File: config.mk
export PLATFORM = sky130hd
export DESIGN_NAME = mem_i2c_arb
export DESIGN_NICKNAME = d
export VERILOG_FILES = /design/src/rtl/mem_i2c_arb.sv
export SDC_FILE = /design/constraint.sdc
export NUM_CORES = 1
export LEC_CHECK = 0
export CORE_MARGIN = 2
export CORE_UTILIZATION = 36
export DETAILED_ROUTE_END_ITERATION = 8
export PLACE_DENSITY_LB_ADDON = 0.25
export SLEW_MARGIN = 20
export SYNTH_ARGS = -nofsm -noshare
export SYNTH_HDL_FRONTEND = slang
export SYNTH_SLANG_ARGS = --single-unit
File: constraint.sdc
create_clock -name clk_i -period 2.6 [get_ports clk_i]
set_input_delay 0.52 -clock clk_i [delete_from_list [all_inputs] [get_ports clk_i]]
set_output_delay 0.52 -clock clk_i [all_outputs]
set_load 0.02 [all_outputs]
File: src/rtl/mem_i2c_arb.sv
// Round-robin two-master Wishbone B3 arbiter in front of the shared byte RAM.
// Each grant lasts one whole cyc; a watchdog aborts cycles the slave never terminates.
module mem_i2c_arb #(
  parameter int unsigned AW      = 10,
  parameter int unsigned DW      = 8,
  parameter int unsigned TIMEOUT = 255
) (
  input  logic          clk_i,
  input  logic          rst_n_i,
  input  logic [AW-1:0] m0_adr_i,
  input  logic [DW-1:0] m0_dat_i,
  input  logic [3:0]    m0_sel_i,
  input  logic          m0_we_i,
  input  logic          m0_cyc_i,
  input  logic          m0_stb_i,
  input  logic [2:0]    m0_cti_i,
  input  logic [AW-1:0] m1_adr_i,
  input  logic [DW-1:0] m1_dat_i,
  input  logic [3:0]    m1_sel_i,
  input  logic          m1_we_i,
  input  logic          m1_cyc_i,
  input  logic          m1_stb_i,
  input  logic [2:0]    m1_cti_i,
  output logic [DW-1:0] m0_dat_o,
  output logic          m0_ack_o,
  output logic          m0_err_o,
  output logic [DW-1:0] m1_dat_o,
  output logic          m1_ack_o,
  output logic          m1_err_o,
  output logic [AW-1:0] s_adr_o,
  output logic [DW-1:0] s_dat_o,
  output logic [3:0]    s_sel_o,
  output logic          s_we_o,
  output logic          s_cyc_o,
  output logic          s_stb_o,
  output logic [2:0]    s_cti_o,
  input  logic [DW-1:0] s_dat_i,
  input  logic          s_ack_i,
  input  logic          s_err_i,
  output logic [1:0]    gnt_o,
  output logic [7:0]    abort_cnt_o
);

  typedef enum logic [1:0] {IDLE, OWN0, OWN1, ABORT} state_t;

  localparam logic [7:0] LP_WD_LAST = 8'(TIMEOUT - 1);

  state_t     r_state, w_state_nxt;
  logic       r_owner, w_owner_nxt;
  logic       r_last, w_last_nxt;
  logic [7:0] r_wdog, w_wdog_nxt;
  logic [7:0] r_abort_cnt;
  logic [1:0] r_gnt, w_gnt_nxt;
  logic       w_req0, w_req1, w_own_cyc, w_own_stb, w_expire, w_rel;

  assign w_req0    = m0_cyc_i & m0_stb_i;
  assign w_req1    = m1_cyc_i & m1_stb_i;
  assign w_own_cyc = r_owner ? m1_cyc_i : m0_cyc_i;
  assign w_own_stb = r_owner ? m1_stb_i : m0_stb_i;

  always_ff @(posedge clk_i or negedge rst_n_i) begin
    if (!rst_n_i) begin
      r_state     <= IDLE;
      r_owner     <= 1'b0;
      r_last      <= 1'b1;
      r_wdog      <= '0;
      r_abort_cnt <= '0;
      r_gnt       <= '0;
    end else begin
      r_state <= w_state_nxt;
      r_owner <= w_owner_nxt;
      r_last  <= w_last_nxt;
      r_wdog  <= w_wdog_nxt;
      r_gnt   <= w_gnt_nxt;
      if (w_expire && r_abort_cnt != 8'hFF)
        r_abort_cnt <= r_abort_cnt + 8'd1;
    end
  end

  always_comb begin
    w_state_nxt = r_state;
    w_owner_nxt = r_owner;
    w_last_nxt  = r_last;
    w_wdog_nxt  = r_wdog;
    w_expire    = 1'b0;
    w_rel       = 1'b0;
    case (r_state)
      IDLE: begin
        w_wdog_nxt = '0;
        if (w_req0 && (!w_req1 || r_last)) begin
          w_state_nxt = OWN0;
          w_owner_nxt = 1'b0;
        end else if (w_req1) begin
          w_state_nxt = OWN1;
          w_owner_nxt = 1'b1;
        end
      end
      OWN0, OWN1: begin
        if (!w_own_cyc) begin
          w_rel = 1'b1;
        end else if (w_own_stb && !s_ack_i && !s_err_i) begin
          if (r_wdog == LP_WD_LAST) begin
            w_expire    = 1'b1;
            w_state_nxt = ABORT;
            w_wdog_nxt  = '0;
          end else begin
            w_wdog_nxt = r_wdog + 8'd1;
          end
        end else begin
          w_wdog_nxt = '0;
        end
      end
      default: w_rel = !w_own_cyc;
    endcase
    // Release from OWNx and ABORT share one path so handoff skips IDLE.
    if (w_rel) begin
      w_last_nxt = r_owner;
      w_wdog_nxt = '0;
      if (r_owner ? w_req0 : w_req1) begin
        w_owner_nxt = ~r_owner;
        w_state_nxt = r_owner ? OWN0 : OWN1;
      end else begin
        w_state_nxt = IDLE;
      end
    end
  end

  always_comb begin
    if (w_state_nxt == IDLE) w_gnt_nxt = 2'b00;
    else                     w_gnt_nxt = {w_owner_nxt, ~w_owner_nxt};
  end

  always_comb begin
    s_adr_o  = '0;
    s_dat_o  = '0;
    s_sel_o  = '0;
    s_we_o   = 1'b0;
    s_cyc_o  = 1'b0;
    s_stb_o  = 1'b0;
    s_cti_o  = '0;
    m0_dat_o = '0;
    m0_ack_o = 1'b0;
    m0_err_o = 1'b0;
    m1_dat_o = '0;
    m1_ack_o = 1'b0;
    m1_err_o = 1'b0;
    case (r_state)
      OWN0: begin
        s_adr_o  = m0_adr_i;
        s_dat_o  = m0_dat_i;
        s_sel_o  = m0_sel_i;
        s_we_o   = m0_we_i;
        s_cyc_o  = m0_cyc_i;
        s_stb_o  = m0_stb_i;
        s_cti_o  = m0_cti_i;
        m0_dat_o = s_dat_i;
        m0_ack_o = s_ack_i;
        m0_err_o = s_err_i | w_expire;
      end
      OWN1: begin
        s_adr_o  = m1_adr_i;
        s_dat_o  = m1_dat_i;
        s_sel_o  = m1_sel_i;
        s_we_o   = m1_we_i;
        s_cyc_o  = m1_cyc_i;
        s_stb_o  = m1_stb_i;
        s_cti_o  = m1_cti_i;
        m1_dat_o = s_dat_i;
        m1_ack_o = s_ack_i;
        m1_err_o = s_err_i | w_expire;
      end
      default: ;
    endcase
  end

  assign gnt_o       = r_gnt;
  assign abort_cnt_o = r_abort_cnt;

endmodule

==> metrics.yaml, run 1 <==
status:
  status: "finished clean"
worst_setup_path:
  start_kind: "flop"
  slowest_stage: "clkdlybuf4s50_1"
  required_ns: 2.08
  regToRegSetupSlack_ns: 0.27
  crit_path_max_incr_delay_ns: 0.61
  end_kind: "output pin"
  worstReg2RegStart: "r_state[0]$_DFF_PN0_"
  r2r_cells: 8
  worstSetupPathType: "flop to output pin"
  r2r_end: "gnt_o[1]$_DFF_PN0_"
  arrival_ns: 1.96
  crit_path_cell_trace: "inv_1, ha_1, buf_4, and2_1, clkdlybuf4s50_1"
  cp_max_fo: 10
timing:
  worst_pin_slew_ns: 0.575
  whs_ns: 0.494
  skew_ns: 0.00510
  rsz0062_at_grt: "no"
  slew_viol_final: 0
  fin_tns_setup_ns: 0
  min_period_ns: 2.48
  slew_headroom_pct: 61.3
  setup_viol: 0
  hold_viol: 0
  fin_crit_sh_pct: 95.3
  max_freq_mhz: 404
detailed_routing:
  ant_nets: 0
  drc: 0
  wl_mm: 6.04
  vias_per_cell: 5.02
  drt_pass1_iterations: 4
  via_count: 2099
  dr.first_iter.drc_count: 67
  wl_per_cell_um: 14.4
synth:
  syn_avg_cell_area_sq_um: 8.54
  synth_edf_count: 0
  ys_seq_area_share_pct: 29.9
  syn_nets: 291
  yosys.area.top_type: "dfrtp_1"
  synth-seq-cells: 22
  synth-xor-area-share_pct: 3.80
  yosys-top-cells-area: "dfrtp_1, a22oi_1, nor2b_1"
  synth_compound_area_share_pct: 27.7
  synthAdderAreaFrac_pct: 4.75
  ys_types: 43
  async_reset_ff_share_pct: 100
  synth_top_family_by_area: "simple AND/OR/NAND/NOR gates"
  synthMuxAreaShare_pct: 1.15
  ys.flop_type: "dfrtp_1"
  synth_area_sq_mm: 0.00184
  ys_warn_count: 0
  yosysTopAreaCellShare_pct: 28.5
  synthCells: 216
  synth_simple_gate_area_share_pct: 28.9
global_route:
  grt_overflow_total: 0
  antenna_found_initial: 0
  grt_usage_pct: 19.7
  grt_pass1_vias: 1822
  grt_max_degree: 39
  grt_pass1_wl_mm: 8.76
clock_network:
  cts_made_buffers: 3
  cts_setup_buffers: 0
  clkTransAtPathRegs_ns: 0.08
  clock_sinks: 22
  hold_buffers: 0
  clk_latency_ns: 0.26
  clk_path_buf_depth: 2
  cts_root_buffer: "clkbuf_8"
  cts_tree: "built"
  cts_max_level: 1
floorplan:
  core_area_sq_mm: 0.00501
  die_h_um: 75.6
  io_pins: 126
  dieWidth_um: 75.6
  die_area_sq_mm: 0.00571
  start_util_pct: 36.8
  rows: 26
layout:
  fin_cells: 418
  post-route-util_pct: 66.1
  fillCellCount: 461
  diodes: 0
  syn_to_final_growth_pct: 79.4
  postLayoutCellArea_sq_mm: 0.00331
  nNetsFinal: 424
  drive_above_1_share_pct: 8.05
placed_design:
  placed_cells: 414
  place_area_sq_mm: 0.00328
  portBuffers: 125
  hpwl_mm: 4.85
  place_congestion: 0.791
run:
  cap_violations: 0
min_path:
  holdPathStages: 1
  min-delay-start: "abort_cnt_o[4]$_DFFE_PN0P_"
  min_path_type: "flop to flop"
  min_to: "abort_cnt_o[4]$_DFFE_PN0P_"
pwr:
  leakage_nw: 1.51
  ir_drop_v: 0.000377
  powerDensity_mw_per_mm2: 664
## flip-flops by register name, summed over array words and instances (netlist names)
| signal | flops |
|---|---|
| abort_cnt_o | 8 |
| r_owner | 1 |
| r_wdog | 8 |
| r_state | 2 |
| gnt_o | 2 |
| r_last | 1 |
## metrics by stage
stage	setup WS, ns	power, W
3_5_place_dp	-0.195	0.00205
4_1_cts	0.00151	0.00222
5_1_grt	0.00601	0.00236
6_report	0.122	0.00220
2_1_floorplan	0.438	0.00135
3_3_place_gp	-0.176	0.00203
## worst max path at each step
stage / startpoint / endpoint / slack, ns / cells after the start
2_1_floorplan: r_state[1]$_DFF_PN0_ / s_adr_o[3] / 0.44 / 6
3_3_place_gp: m0_cyc_i / m1_err_o / -0.18 / 6
3_5_place_dp: s_ack_i / m0_err_o / -0.20 / 6
4_1_cts: r_state[0]$_DFF_PN0_ / s_adr_o[7] / 0.002 / 6
5_1_grt: r_state[0]$_DFF_PN0_ / m1_dat_o[0] / 0.006 / 5
6_report: r_state[0]$_DFF_PN0_ / m1_dat_o[0] / 0.12 / 5
## cell usage in the layout, fill, tap and decap left out, types with 2 or more instances in the layout
cell	count
and3_1	5
a211o_1	2
buf_12	2
buf_4	14
nor4_1	2
nor3b_1	3
a21o_1	7
o211a_1	2
nand4_1	5
dfrtp_1	21
o21a_1	2
a21boi_0	2
a22oi_1	28
xnor2_1	6
clkdlybuf4s50_1	95
and2_1	19
dlymetal6s2s_1	3
inv_1	5
clkbuf_8	4
nand3_1	2
ha_1	7
nand2_1	10
xor2_1	2
nor2b_1	29
nor3_1	3
dlygate4sd2_1	27
nor2_1	5
o21ai_0	16
## synth_stat cells, drive strengths merged, types with 6 or more instances
| master | instances |
|---|---|
| nand2 | 10 |
| a22oi | 28 |
| nor2 | 6 |
| and2 | 19 |
| ha | 7 |
| a21o | 7 |
| xnor2 | 6 |
| clkbuf | 12 |
| o21ai | 16 |
| dfrtp | 21 |
| nor2b | 29 |
## routing by layer
metal	track usage, %	part of all wire, %
met1	24.4	42
met2	36.5	51
met3	2.51	7.1
met4	4.09	0.31
met5	0	0
## repair_timing
| action | in CTS | in global routing |
|---|---|---|
| setup endpoints to repair | 27 | 3 |
| resized for setup | 28 | 3 |
| endpoints found under the hold margin | 0 | 0 |
| cloned | 0 | 0 |
## power by group
group	leakage, nW	switching, W	internal (W)
clock network	0.0288	0.000102	0.000135
registers	0.298	0.0000348	0.000386
logic	1.19	0.000806	0.000733
total	1.51	0.000943	0.00125
## worst max-delay path: cells and delay by family, from the launching register on
kind | cells | cell delay [ns]
and+or+nand+nor | 1 | 0.13
DFF | 1 | 0.41
adders and majority gates | 1 | 0.24
buffers and inverters | 3 | 0.92
## cells by family after synthesis
family,after synthesis
buffers and inverters,18
DFF,22
AOI/OAI and AO/OA,69
and+or+nand+nor,90
adders and majority gates,7
muxes,2
xor gates and xnor gates,8
## area by class of cell
| cell class | instances | area, sq um | area share (%) |
|---|---|---|---|
| repair buffers | 141 | 1370 | 41.4 |
| multi-input cells | 176 | 1230 | 37.1 |
| flip-flops and latches | 22 | 552 | 16.7 |
| well taps | 70 | 87.6 | 2.65 |
| clock buffers | 4 | 55.1 | 1.66 |
| inverters | 5 | 18.8 | 0.567 |
(Power assumes the default switching activity.)
==> inputs of run 2 (changes only) <==
Settings changed: CORE_ASPECT_RATIO set to 1.5, HOLD_SLACK_MARGIN set to 0.02.
==> run 2 against run 1 <==
- flip-flop and latch count unchanged
- critical path type is now primary input to output pin
- design area increased by 1.4%
- final cell count decreased by 0.96%
- sequential share of layout area decreased by 0.24 points
- power increased by 2.5%
- clock power increased by 3%
- largest power group unchanged
- highest routed layer unchanged
- worst hold slack improved by 0.0036 ns
- utilization increased by 2.6 points
- critical endpoint is now m1_err_o
- global-route usage increased by 3.4 points
==> metrics.yaml, run 2 (same netlist as run 1, synthesis figures left out) <==
layout:
  multi_input_area_sq_mm: 0.00123
  layout_commonest_cell: "clkdlybuf4s50_1"
  most-common-layout-cells: "clkdlybuf4s50_1, nor2b_1, a22oi_1"
  drive_above_1_share_pct: 8.33
  diodes: 0
  nNetsFinal: 424
  regArea_sq_um: 552
  syn_to_final_growth_pct: 82.0
  fillCellCount: 403
  postLayoutCellArea_sq_mm: 0.00336
  fin_cells: 414
pwr:
  p_comb_share_pct: 70.8
  switching_share_pct: 42.8
  leakage_nw: 1.67
  intPower_w: 0.00129
  clock_power_share_pct: 10.8
  ir_drop_v: 0.000494
  pwr-share-seq_pct: 18.4
  powerDensity_mw_per_mm2: 671
  p_switching_w: 0.000964
clock_network:
  clock_sinks: 22
  cts_root_buffer: "clkbuf_8"
  clk_path_buf_depth: 2
  clk_latency_ns: 0.26
  cts_tree: "built"
  hold_buffers: 0
  cts_made_buffers: 3
  cts_setup_buffers: 0
  cts_max_level: 1
  clkTransAtPathRegs_ns: 0.08
worst_setup_path:
  worstReg2RegStart: "r_state[0]$_DFF_PN0_"
  worstSetupPathType: "primary input to output pin"
  regToRegSetupSlack_ns: 0.36
  cp_max_fo: 3
  r2r_cells: 8
  end_kind: "output pin"
  r2r_end: "gnt_o[1]$_DFF_PN0_"
  required_ns: 2.08
  start_kind: "primary input"
  arrival_ns: 1.93
detailed_routing:
  via_count: 2191
  drc: 0
  dr.first_iter.drc_count: 120
  wl_per_cell_um: 16.0
  wl_mm: 6.63
  ant_nets: 0
  vias_per_cell: 5.29
  drt_pass1_iterations: 4
global_route:
  grt_pass1_wl_mm: 10.7
  grt_pass1_vias: 2133
  top_usage_layer: "met2"
  grt_overflow_total: 0
  use_met1_pct: 27.0
  grt_max_degree: 39
  grt_use_met2_pct: 40.9
  grt.met3_usage_pct: 5.89
  antenna_found_initial: 0
  grt_usage_pct: 23.1
timing:
  slew_headroom_pct: 56.7
  hold_viol: 0
  worst_pin_slew_ns: 0.644
  slew_viol_final: 0
  max_freq_mhz: 407
  rsz0062_at_grt: "no"
  min_period_ns: 2.45
  setup_viol: 0
  skew_ns: 0.00421
  fin_crit_sh_pct: 94.4
placed_design:
  place_area_sq_mm: 0.00327
  placed_cells: 410
  portBuffers: 125
  hpwl_mm: 5.22
  place_congestion: 0.845
min_path:
  min-delay-start: "abort_cnt_o[6]$_DFFE_PN0P_"
  min_to: "abort_cnt_o[6]$_DFFE_PN0P_"
  holdPathStages: 1
  min_path_type: "flop to flop"
status:
  status: "finished clean"
floorplan:
  core_area_sq_mm: 0.00489
  start_util_pct: 37.7
  io_pins: 126
  die_area_sq_mm: 0.00572
  die_h_um: 91.7
  dieWidth_um: 62.4
  rows: 31
run:
  cap_violations: 0
run 2: cell types whose count changed in the layout (fill, tap and decap cells not counted), sizes merged:
cell,before,now
dlygate4sd2,27,15
dlymetal6s2s,3,15
run 2: critical path, stage by stage:
cell and delay (ns):
clkdlybuf4s50_1 0.48, and3b_1 0.21, o211ai_2 0.12, nor2_4 0.16, o21a_1 0.12, dlygate4sd2_1 0.33
run 2: power by group through the flow:
stage | clock network, W | logic, W | registers, W
5_1_grt | 0.000261 | 0.00173 | 0.000420
3_3_place_gp | 0 | 0.00162 | 0.000420
2_1_floorplan | 0 | 0.000915 | 0.000437
4_1_cts | 0.000250 | 0.00160 | 0.000415
6_report | 0.000243 | 0.00159 | 0.000415
3_5_place_dp | 0 | 0.00164 | 0.000422
run 2: area by class of cell:
| class | instances | area share, % |
|---|---|---|
| Multi-Input combinational cell | 176 | 36.7 |
| Sequential cell | 22 | 16.4 |
| Clock buffer | 4 | 1.64 |
| Tap cell | 66 | 2.46 |
| Inverter | 5 | 0.559 |
| Timing Repair Buffer | 141 | 42.2 |
run 2: through the flow:
stage / utilization, % / worst slack, ns / setup TNS (ns) / total power (W) / hold WS, ns
6_report: 68.7 / 0.145 / 0 / 0.00225 / 0.498
5_1_grt: 68.7 / 0.0254 / 0 / 0.00241 / 0.516
4_1_cts: 67.8 / 0.000121 / 0 / 0.00227 / 0.500
3_5_place_dp: 67.0 / -0.229 / -0.452 / 0.00206 / 0.480
3_3_place_gp: 67.0 / -0.204 / -0.406 / 0.00204 / 0.488
2_1_floorplan: - / 0.438 / 0 / 0.00135 / 0.224
run 2: worst max-delay path by stage:
stage | from | endpoint | slack, ns
2_1_floorplan | r_state[1]$_DFF_PN0_ | s_adr_o[3] | 0.44
3_3_place_gp | m0_cyc_i | m0_err_o | -0.20
3_5_place_dp | m0_cyc_i | m1_err_o | -0.23
4_1_cts | r_state[0]$_DFF_PN0_ | s_dat_o[1] | 0.0001
5_1_grt | m0_stb_i | m1_err_o | 0.03
6_report | m0_stb_i | m1_err_o | 0.15
run 2: repair_timing:
action	4_1_cts	5_1_grt
endpoints found under the setup margin	15	17
gates resized for setup	16	17
cloned	0	0
run 2: per-layer routing:
| layer | wire [um] | part of all wire (%) | up-vias |
|---|---|---|---|
| met5 | 0 | 0 | - |
| met3 | 550 | 8.3 | 12 |
| met4 | 140 | 2.1 | 0 |
| met1 | 2630 | 40 | 1033 |
| li1 | - | - | 1049 |
| met2 | 3310 | 50 | 97 |
==> inputs of run 3 (changes only) <==
Settings changed: CORE_MARGIN 2 to 3, PLACE_DENSITY set to 0.8, PLACE_DENSITY_LB_ADDON 0.25 to unset.
==> run 3 against run 2 <==
- setup slack worse by 0.053 ns
- register-to-register slack better by 0.06 ns
- global-route usage down 2.2 points
- fmax down 2.1%
- sequential power up 1%
- design area down 1.8%
- flip-flop and latch count unchanged
- wire length down 3.0%
- via count down 1.3%
- die area up 5.5%
- first-iteration DRC count down 10%
- critical endpoint is now m1_ack_o
- largest cell class unchanged
==> metrics.yaml, run 3 (same netlist as run 1, synthesis figures left out) <==
pwr:
  switching_share_pct: 43.4
  leakage_nw: 1.52
  ir_drop_v: 0.000490
  p_comb_share_pct: 69.8
  powerDensity_mw_per_mm2: 668
  clock_power_share_pct: 11.2
  intPower_w: 0.00125
  p_switching_w: 0.000955
  pwr-share-seq_pct: 19.0
timing:
  fin_ws_ns: 0.0919
  hold_viol: 0
  fin_crit_sh_pct: 96.5
  fin_tns_setup_ns: 0
  whs_ns: 0.501
  slew_viol_final: 0
  max_freq_mhz: 399
  rsz0062_at_grt: "no"
  slew_headroom_pct: 59.7
  min_period_ns: 2.51
  skew_ns: 0.00403
  setup_viol: 0
  worst_pin_slew_ns: 0.599
global_route:
  grt_pass1_vias: 2055
  antenna_found_initial: 0
  grt_pass1_wl_mm: 10.2
  grt_overflow_total: 0
  grt_usage_pct: 20.9
  grt_max_degree: 39
placed_design:
  place_ws_ns: -0.269
  hpwl_mm: 5.27
  portBuffers: 125
  place_congestion: 0.869
worst_setup_path:
  required_ns: 2.08
  end_kind: "output pin"
  arrival_ns: 1.99
  worstSetupPathType: "flop to output pin"
  start_kind: "flop"
  cp_max_fo: 38
clock_network:
  hold_buffers: 0
  cts_root_buffer: "clkbuf_8"
  cts_max_level: 1
  clock_sinks: 22
  cts_tree: "built"
  cts_setup_buffers: 0
  clkTransAtPathRegs_ns: 0.08
  clk_path_buf_depth: 2
  clk_latency_ns: 0.26
  cts_made_buffers: 3
status:
  status: "finished clean"
detailed_routing:
  dr.first_iter.drc_count: 108
  via_count: 2163
  wl_met3_um: 592
  wl_per_cell_um: 15.6
  drt_pass1_iterations: 4
  dr_wl_met2_mm: 3.30
  highest_layer: "met4"
  ant_nets: 0
  drc: 0
  wl_mm: 6.44
  met1_length_mm: 2.50
  vias_per_cell: 5.24
layout:
  drive_above_1_share_pct: 8.07
  nNetsFinal: 423
  fillCellCount: 450
  post-route-util_pct: 67.5
  most-common-layout-cells: "clkdlybuf4s50_1, nor2b_1, dlygate4sd2_1"
  multi_input_area_sq_mm: 0.00123
  syn_to_final_growth_pct: 78.8
  regArea_sq_um: 552
  layout_commonest_cell: "clkdlybuf4s50_1"
  diodes: 0
run:
  cap_violations: 0
floorplan:
  dieWidth_um: 64.4
  die_area_sq_mm: 0.00604
  core_area_sq_mm: 0.00489
  rows: 31
  io_pins: 126
  start_util_pct: 37.7
  die_h_um: 93.7
min_path:
  min_path_type: "flop to flop"
## run 3: cell count changes in the layout (fill, tap and decap cells not counted), sizes merged
| cell | change |
|---|---|
| clkdlybuf4s50 | -2 |
| dlymetal6s2s | -12 |
| dlygate4sd2 | +14 |
| buf | -1 |
## run 3: worst max-delay path: stages, from the launching register on
cell and delay (ns):
dfrtp_1 0.42, inv_1 0.13, ha_1 0.21, buf_12 0.20
and2_1 0.15, clkdlybuf4s50_1 0.61
## run 3: layout make-up
cell class / instances / area share, %
flip-flops and latches: 22 / 16.7
repair buffers: 140 / 41.3
multi-input cells: 176 / 37.3
inverters: 5 / 0.569
clock buffers: 4 / 1.67
well taps: 66 / 2.50
## run 3: repair_timing
action,4_1_cts,5_1_grt
endpoints found under the setup margin,29,3
gates resized for setup,31,3
endpoints found under the hold margin,0,0
## run 3: stage by stage
step / instances / total power (W) / area [sq um]
after floorplan: 216 / 0.00135 / 1840
after global placement: 409 / 0.00203 / 3270
after detailed placement: 409 / 0.00205 / 3270
after CTS: 413 / 0.00222 / 3290
after global routing: 413 / 0.00235 / 3300
final: 413 / 0.00220 / 3300
## run 3: layer usage
metal	up-vias	track usage (%)
met5	-	0
li1	1047	-
met4	0	2.82
met2	109	39.2
met1	1001	23.7
met3	6	5.75
## run 3: power by group through the flow
stage	combinational, W	sequential, W	clock [W]
after floorplan	0.000915	0.000437	0
after global placement	0.00161	0.000423	0
after detailed placement	0.00163	0.000424	0
after CTS	0.00155	0.000418	0.000250
after global routing	0.00166	0.000423	0.000269
final	0.00154	0.000419	0.000246
## run 3: worst paths after layout
| check | startpoint | endpoint | slack (ns) | cells after the start |
|---|---|---|---|---|
| min in group asynchronous | rst_n_i | abort_cnt_o[2]$_DFFE_PN0P_ | 0.60 | 2 |
| max in group asynchronous | rst_n_i | r_last$_DFFE_PN1P_ | 1.73 | 2 |
| setup / recovery | r_state[0]$_DFF_PN0_ | m1_ack_o | 0.09 | 5 |
| hold reg to reg | abort_cnt_o[4]$_DFFE_PN0P_ | abort_cnt_o[4]$_DFFE_PN0P_ | 0.50 | 1 |
| hold / removal | abort_cnt_o[4]$_DFFE_PN0P_ | abort_cnt_o[4]$_DFFE_PN0P_ | 0.50 | 1 |
| setup reg to reg | r_state[0]$_DFF_PN0_ | gnt_o[1]$_DFF_PN0_ | 0.42 | 7 |
